--- config.mk ---
export PLATFORM = sky130hd
export DESIGN_NAME = block_address_sequencer
export DESIGN_NICKNAME = d
export VERILOG_FILES = /design/src/rtl/coproc_pkg.sv /design/src/rtl/block_addr_calc.sv /design/src/rtl/block_address_sequencer.sv
export SDC_FILE = /design/constraint.sdc
export NUM_CORES = 1
export LEC_CHECK = 0
export ABC_AREA = 1
export BUFFER_PORTS_ARGS = -buffer_cell sky130_fd_sc_hd__buf_2
export CORE_MARGIN = 3
export CORE_UTILIZATION = 45
export CTS_CLUSTER_SIZE = 25
export DETAILED_ROUTE_END_ITERATION = 10
export SETUP_SLACK_MARGIN = 0.3
export SLEW_MARGIN = 20
export SYNTH_ARGS = -nofsm -noshare
export SYNTH_HDL_FRONTEND = slang
export SYNTH_SLANG_ARGS = --single-unit
--- constraint.sdc ---
create_clock -name i_Clock -period 13.8 [get_ports i_Clock]
set_input_delay 3.45 -clock i_Clock [delete_from_list [all_inputs] [get_ports i_Clock]]
set_output_delay 3.45 -clock i_Clock [all_outputs]
set_load 0.02 [all_outputs]
--- src/rtl/coproc_pkg.sv ---
// coproc_pkg: shared encodings for the block address sequencer
package coproc_pkg;
   typedef enum logic [1:0] {IDLE, LOAD, EMIT, FINISH} state_t;
   localparam logic [2:0] TYPE_A = 3'b001;
   localparam logic [2:0] TYPE_B = 3'b010;
   localparam logic [2:0] TYPE_C = 3'b100;
   localparam int LAMBDA_LSB = 0;
   localparam int GAMMA_LSB = 8;
   localparam int MU_LSB = 16;
endpackage

--- src/rtl/block_addr_calc.sv ---
// block_addr_calc: combinational block (row, col) to word address translation
module block_addr_calc
   import coproc_pkg::*;
#(
   parameter int INDEX_WIDTH = 8,
   parameter int K = 2,
   parameter int ADDR_WIDTH = 10,
   parameter int A_BASE = 2,
   parameter int OUT_BASE = 512
) (
   input  logic [2:0]             blk_type,
   input  logic [INDEX_WIDTH-1:0] row,
   input  logic [INDEX_WIDTH-1:0] col,
   input  logic [INDEX_WIDTH-1:0] mu,
   input  logic [INDEX_WIDTH-1:0] gamma,
   input  logic [ADDR_WIDTH-1:0]  b_base,
   output logic [ADDR_WIDTH-1:0]  addr
);
   localparam int FW = 2 * INDEX_WIDTH + $clog2(K * K) + ADDR_WIDTH + 1;
   logic [FW-1:0] stride, base, offset;
   // wide intermediates, single truncation at the end gives modulo 2^ADDR_WIDTH
   always_comb begin
      stride = FW'(blk_type == TYPE_A ? mu : gamma);
      base = blk_type == TYPE_A ? FW'(A_BASE) : blk_type == TYPE_B ? FW'(b_base) : FW'(OUT_BASE);
      offset = (FW'(row) * stride + FW'(col)) * FW'(K * K);
      addr = ADDR_WIDTH'(base + offset);
   end
endmodule

--- src/rtl/block_address_sequencer.sv ---
// block_address_sequencer: walks all block operations of C = A x B and streams operand/output block addresses
module block_address_sequencer
   import coproc_pkg::*;
#(
   parameter int INDEX_WIDTH = 8,
   parameter int K = 2,
   parameter int ADDR_WIDTH = 10,
   parameter int A_BASE = 2,
   parameter int OUT_BASE = 512
) (
   input  logic                   i_Clock,
   input  logic                   i_Reset_n,
   input  logic [31:0]            i_Config,
   input  logic                   i_Start,
   input  logic                   i_Abort,
   input  logic                   i_Addr_Ready,
   output logic                   o_Addr_Valid,
   output logic [ADDR_WIDTH-1:0]  o_Address,
   output logic [2:0]             o_Type,
   output logic [INDEX_WIDTH-1:0] o_Row_Index,
   output logic [INDEX_WIDTH-1:0] o_Col_Index,
   output logic                   o_Last,
   output logic                   o_Busy,
   output logic                   o_Done,
   output logic                   o_Error
);
   localparam int FW = 2 * INDEX_WIDTH + $clog2(K * K) + ADDR_WIDTH + 1;
   localparam logic [INDEX_WIDTH-1:0] ONE = INDEX_WIDTH'(1);
   state_t state;
   logic [INDEX_WIDTH-1:0] lam, gam, mu_r, cur_i, cur_j, cur_t;
   logic [INDEX_WIDTH-1:0] n_i, n_j, n_t, n_row, n_col, cfg_lam, cfg_gam, cfg_mu;
   logic [ADDR_WIDTH-1:0] b_base, n_addr;
   logic [2:0] n_type;
   logic n_last, end_t, end_j, dims_zero, advance;
   assign cfg_lam = i_Config[LAMBDA_LSB +: INDEX_WIDTH];
   assign cfg_gam = i_Config[GAMMA_LSB +: INDEX_WIDTH];
   assign cfg_mu = i_Config[MU_LSB +: INDEX_WIDTH];
   assign end_t = cur_t == mu_r - ONE;
   assign end_j = cur_j == gam - ONE;
   assign dims_zero = lam == '0 || gam == '0 || mu_r == '0;
   assign advance = !i_Abort && ((state == LOAD && !dims_zero) ||
                                 (state == EMIT && i_Addr_Ready && !o_Last));
   // successor of the element currently held in the output register
   always_comb begin
      n_type = state == LOAD ? TYPE_A : o_Type == TYPE_A ? TYPE_B :
               o_Type == TYPE_B && end_t ? TYPE_C : TYPE_A;
      n_t = state == LOAD || o_Type == TYPE_C ? '0 : o_Type == TYPE_B && !end_t ? cur_t + ONE : cur_t;
      n_j = state == LOAD || (o_Type == TYPE_C && end_j) ? '0 : o_Type == TYPE_C ? cur_j + ONE : cur_j;
      n_i = state == LOAD ? '0 : o_Type == TYPE_C && end_j ? cur_i + ONE : cur_i;
      n_row = n_type == TYPE_B ? n_t : n_i;
      n_col = n_type == TYPE_A ? n_t : n_j;
      n_last = n_type == TYPE_C && n_i == lam - ONE && n_j == gam - ONE;
   end
   block_addr_calc #(
      .INDEX_WIDTH(INDEX_WIDTH),
      .K(K),
      .ADDR_WIDTH(ADDR_WIDTH),
      .A_BASE(A_BASE),
      .OUT_BASE(OUT_BASE)
   ) u_calc (
      .blk_type(n_type),
      .row(n_row),
      .col(n_col),
      .mu(mu_r),
      .gamma(gam),
      .b_base(b_base),
      .addr(n_addr)
   );
   always_ff @(posedge i_Clock or negedge i_Reset_n) begin
      if (!i_Reset_n) begin
         state <= IDLE;
         lam <= '0;
         gam <= '0;
         mu_r <= '0;
         b_base <= '0;
         cur_i <= '0;
         cur_j <= '0;
         cur_t <= '0;
         o_Addr_Valid <= 1'b0;
         o_Address <= '0;
         o_Type <= '0;
         o_Row_Index <= '0;
         o_Col_Index <= '0;
         o_Last <= 1'b0;
         o_Busy <= 1'b0;
         o_Done <= 1'b0;
         o_Error <= 1'b0;
      end else begin
         o_Done <= 1'b0;
         o_Error <= 1'b0;
         if (i_Abort && state != IDLE) begin
            state <= IDLE;
            o_Busy <= 1'b0;
            o_Addr_Valid <= 1'b0;
            o_Last <= 1'b0;
         end else begin
            case (state)
               IDLE: if (i_Start && !i_Abort) begin
                  state <= LOAD;
                  o_Busy <= 1'b1;
                  lam <= cfg_lam;
                  gam <= cfg_gam;
                  mu_r <= cfg_mu;
                  b_base <= ADDR_WIDTH'(FW'(A_BASE) + FW'(cfg_lam) * FW'(cfg_mu) * FW'(K * K));
               end
               LOAD: if (dims_zero) begin
                  state <= FINISH;
                  o_Done <= 1'b1;
                  o_Error <= 1'b1;
               end else state <= EMIT;
               EMIT: if (i_Addr_Ready && o_Last) begin
                  state <= FINISH;
                  o_Addr_Valid <= 1'b0;
                  o_Last <= 1'b0;
                  o_Done <= 1'b1;
               end
               FINISH: begin
                  state <= IDLE;
                  o_Busy <= 1'b0;
               end
               default: state <= IDLE;
            endcase
         end
         if (advance) begin
            o_Addr_Valid <= 1'b1;
            o_Address <= n_addr;
            o_Type <= n_type;
            o_Row_Index <= n_row;
            o_Col_Index <= n_col;
            o_Last <= n_last;
            cur_i <= n_i;
            cur_j <= n_j;
            cur_t <= n_t;
         end
      end
   end
endmodule

==> out/results.txt <==
Cell Rows -> 48
Post-DP HPWL -> 16800 um
Most frequent cells in the layout -> nand2_1 (340), inv_1 (174), dfrtp_1 (92)
Yosys reg bits -> 92
Initial antenna violation count -> 0
Syn Inst Count -> 1134
Final TNS setup -> 0 ns
PwrDens -> 227 mW/mm^2
Worst skew pair latency -> 0.36 ns
Total CTS buffers -> 9
Post-Route Utilization -> 51.1%
Post-route minimum period -> 7.52 ns
Largest net degree at the start of global routing -> 62
Max-cap viol count -> 0
Status -> finished clean
Slew headroom -> 36.8%
DRC violations left -> 0
Vias in the first global route -> 6814
Unrepaired setup endpoints after global routing -> no
Antenna Nets Post-Route -> 0
Final non-filler cell total -> 1409
DP Cell Count -> 1393
DR vias -> 7140
Ratio of cells with drive above 1 in the final layout -> 10.4%
Ys flop type -> dfrtp_1
Crit. End Element -> flip-flop
Clock transition at path regs -> 0.07 ns
Area growth from synthesis to layout -> 10.2%
Max incr delay on CP -> 0.74 ns
Post-Syn Area per Cell -> 7.12 um^2
TritonCTS Sinks -> 92
Root buffer cell -> clkbuf_16
Core ar. -> 0.0174 mm^2
Htree depth -> 3
Hold-fix buffer count after cts -> 0
CP required -> 14.05 ns
Initial Util -> 46.4%
Syn Nets -> 1254
Tcrit/Tclk final -> 54.5%
Post-Syn Area -> 0.00807 mm^2
CP max-delay cell -> nor2_1
TritonCTS clock tree -> done
CP dominant cell by count -> inv_1
VDD IR max -> 0.103 mV
Yosys warning count -> 0
Drt first pass iters -> 5
CP Class -> flip-flop to flip-flop
Distinct cells, synth -> 45
WP data arrival -> 7.77 ns
Antenna diodes -> 0
Die Y -> 140 um
Clock Path Buffers -> 2
Post-CTS Setup Bufs -> 0
Synth top area share -> 28.5%
Seq/Total Area, Yosys -> 28.5%
GRT Util Overall -> 22.8%
1st-iter DRT viols -> 411
Commonest non-fill, non-tap cell in the layout -> nand2_1
Grt ovf -> 0
First-pass GRT wire length -> 35600 um
Worst slack at placement -> 6.32 ns
Hold Violations, Final -> 0
Setup-failing EPs final -> 0
Buffers on Ports -> 61
Top post-synthesis cells by area -> dfrtp_1 (29%), nand2_1 (16%), inv_1 (8.1%)
Via-to-Cell Ratio -> 5.07
Clock Skews -> 0.0132 ns
Die area -> 0.0196 mm^2
Slew @ Worst Pin -> 0.945 ns
Asr flop ratio synth -> 100%
Nets@finish -> 1299
Wire per inst -> 15.0 um
Die W -> 140 um
Worst setup margin -> 6.28 ns
Fmax -> 133 MHz
GPL Wtd Cong -> 0.878
Overall routed net length -> 21200 um
Post-CTS resize count -> 0
Boundary pin count -> 71
Max Slew Vio Count -> 0
Area leader, netlist -> dfrtp_1
Crit start category -> flip-flop
Leak pwr -> 4.80 nW
Post-synth EDFFs -> 0
Critical Path Fanout Max -> 17
Min-delay worst type -> flip-flop to flip-flop
synth_stat cells (2+ instances only):
cell,n
nand2_2,7
nand3_1,86
buf_2,3
ha_1,52
buf_6,3
o21ai_0,90
a31oi_1,5
nand3_2,4
o21ai_2,2
clkbuf_1,23
nand2_1,340
nand2_4,2
fa_1,31
o21ai_1,3
clkinv_1,2
a21oi_1,12
nor2_4,4
xnor2_1,20
xor2_1,41
nor2_1,62
a211oi_1,2
inv_2,14
inv_1,174
or2_2,3
dfrtp_1,92
o22ai_1,2
nand4_1,21
nor3b_1,2
nor3_1,7
nand3b_1,5
o21bai_1,3
nor3_2,2
o211ai_1,2
nor2_2,2
final cells by class:
type / instances / area (um^2)
Clock buffer: 11 / 243
Clock inverter: 5 / 108
Fill cell: 1789 / 8520
Inverter: 190 / 713
Multi-Input combinational cell: 822 / 4910
Sequential cell: 92 / 2300
Tap cell: 225 / 282
Timing Repair Buffer: 64 / 330
metrics by stage:
stage,hold slack [ns],power [mW],instance area [um^2]
CTS,0.480,2.03,8890
detailed placement,0.462,1.72,8540
finish,0.479,2.02,8890
global route,0.506,2.24,8890
floorplan,0.440,1.40,8070
global placement,0.451,1.71,8540
critical path, delay by kind of cell (launching register included):
| kind | cells | cell delay (ns) |
|---|---|---|
| AOI/OAI and AO/OA | 2 | 0.30 |
| xor gates and xnor gates | 1 | 0.29 |
| adders and majority gates | 6 | 2.71 |
| buffers and inverters | 10 | 1.50 |
| DFF | 1 | 0.48 |
| and+or+nand+nor | 14 | 2.13 |
metal layers:
metal / vias up / track usage [%] / share of wire (%)
li1: 3667 / - / -
met1: 3304 / 32.1 / 48
met2: 142 / 37.5 / 47
met3: 27 / 2.70 / 4.0
met4: 0 / 5.81 / 1.6
met5: - / 0 / 0
path summary, 6_finish.rpt:
check,from,end,slack (ns),depth (start not counted)
setup / recovery,o_Type[0],o_Address[9],6.28,33
hold / removal,o_Address[2],o_Address[2],0.48,2
setup reg to reg,o_Type[0],o_Address[9],6.28,33
hold reg to reg,o_Address[2],o_Address[2],0.48,2
max in group asynchronous,i_Reset_n,state[1],9.60,2
min in group asynchronous,i_Reset_n,cur_j[5],3.04,1
registers in the layout, summed over array words and instances, names as in the netlist:
signal,count
o_Done,1
cur_t,8
cur_i,8
o_Col_Index,8
b_base,9
lam,8
state,2
o_Addr_Valid,1
o_Busy,1
o_Type,3
o_Error,1
o_Row_Index,8
mu_r,8
o_Address,9
o_Last,1
gam,8
cur_j,8
power by group:
| group | switching (mW) | internal, mW |
|---|---|---|
| logic | 0.839 | 0.429 |
| clock network | 0.116 | 0.183 |
| registers | 0.0935 | 0.362 |
cell families (layout without fill, tap and decap cells):
family / Yosys count / count (layout) / synth area share, %
simple gates: 551 / 551 / 29.9
buf+inv: 220 / 270 / 10.6
xor+xnor: 61 / 61 / 6.62
compound gates: 126 / 126 / 8.59
other cells: 1 / 1 / 0.0465
fa+ha+maj: 83 / 83 / 15.7
flops: 92 / 92 / 28.5
No activity file was read; power rests on OpenSTA's default activity.
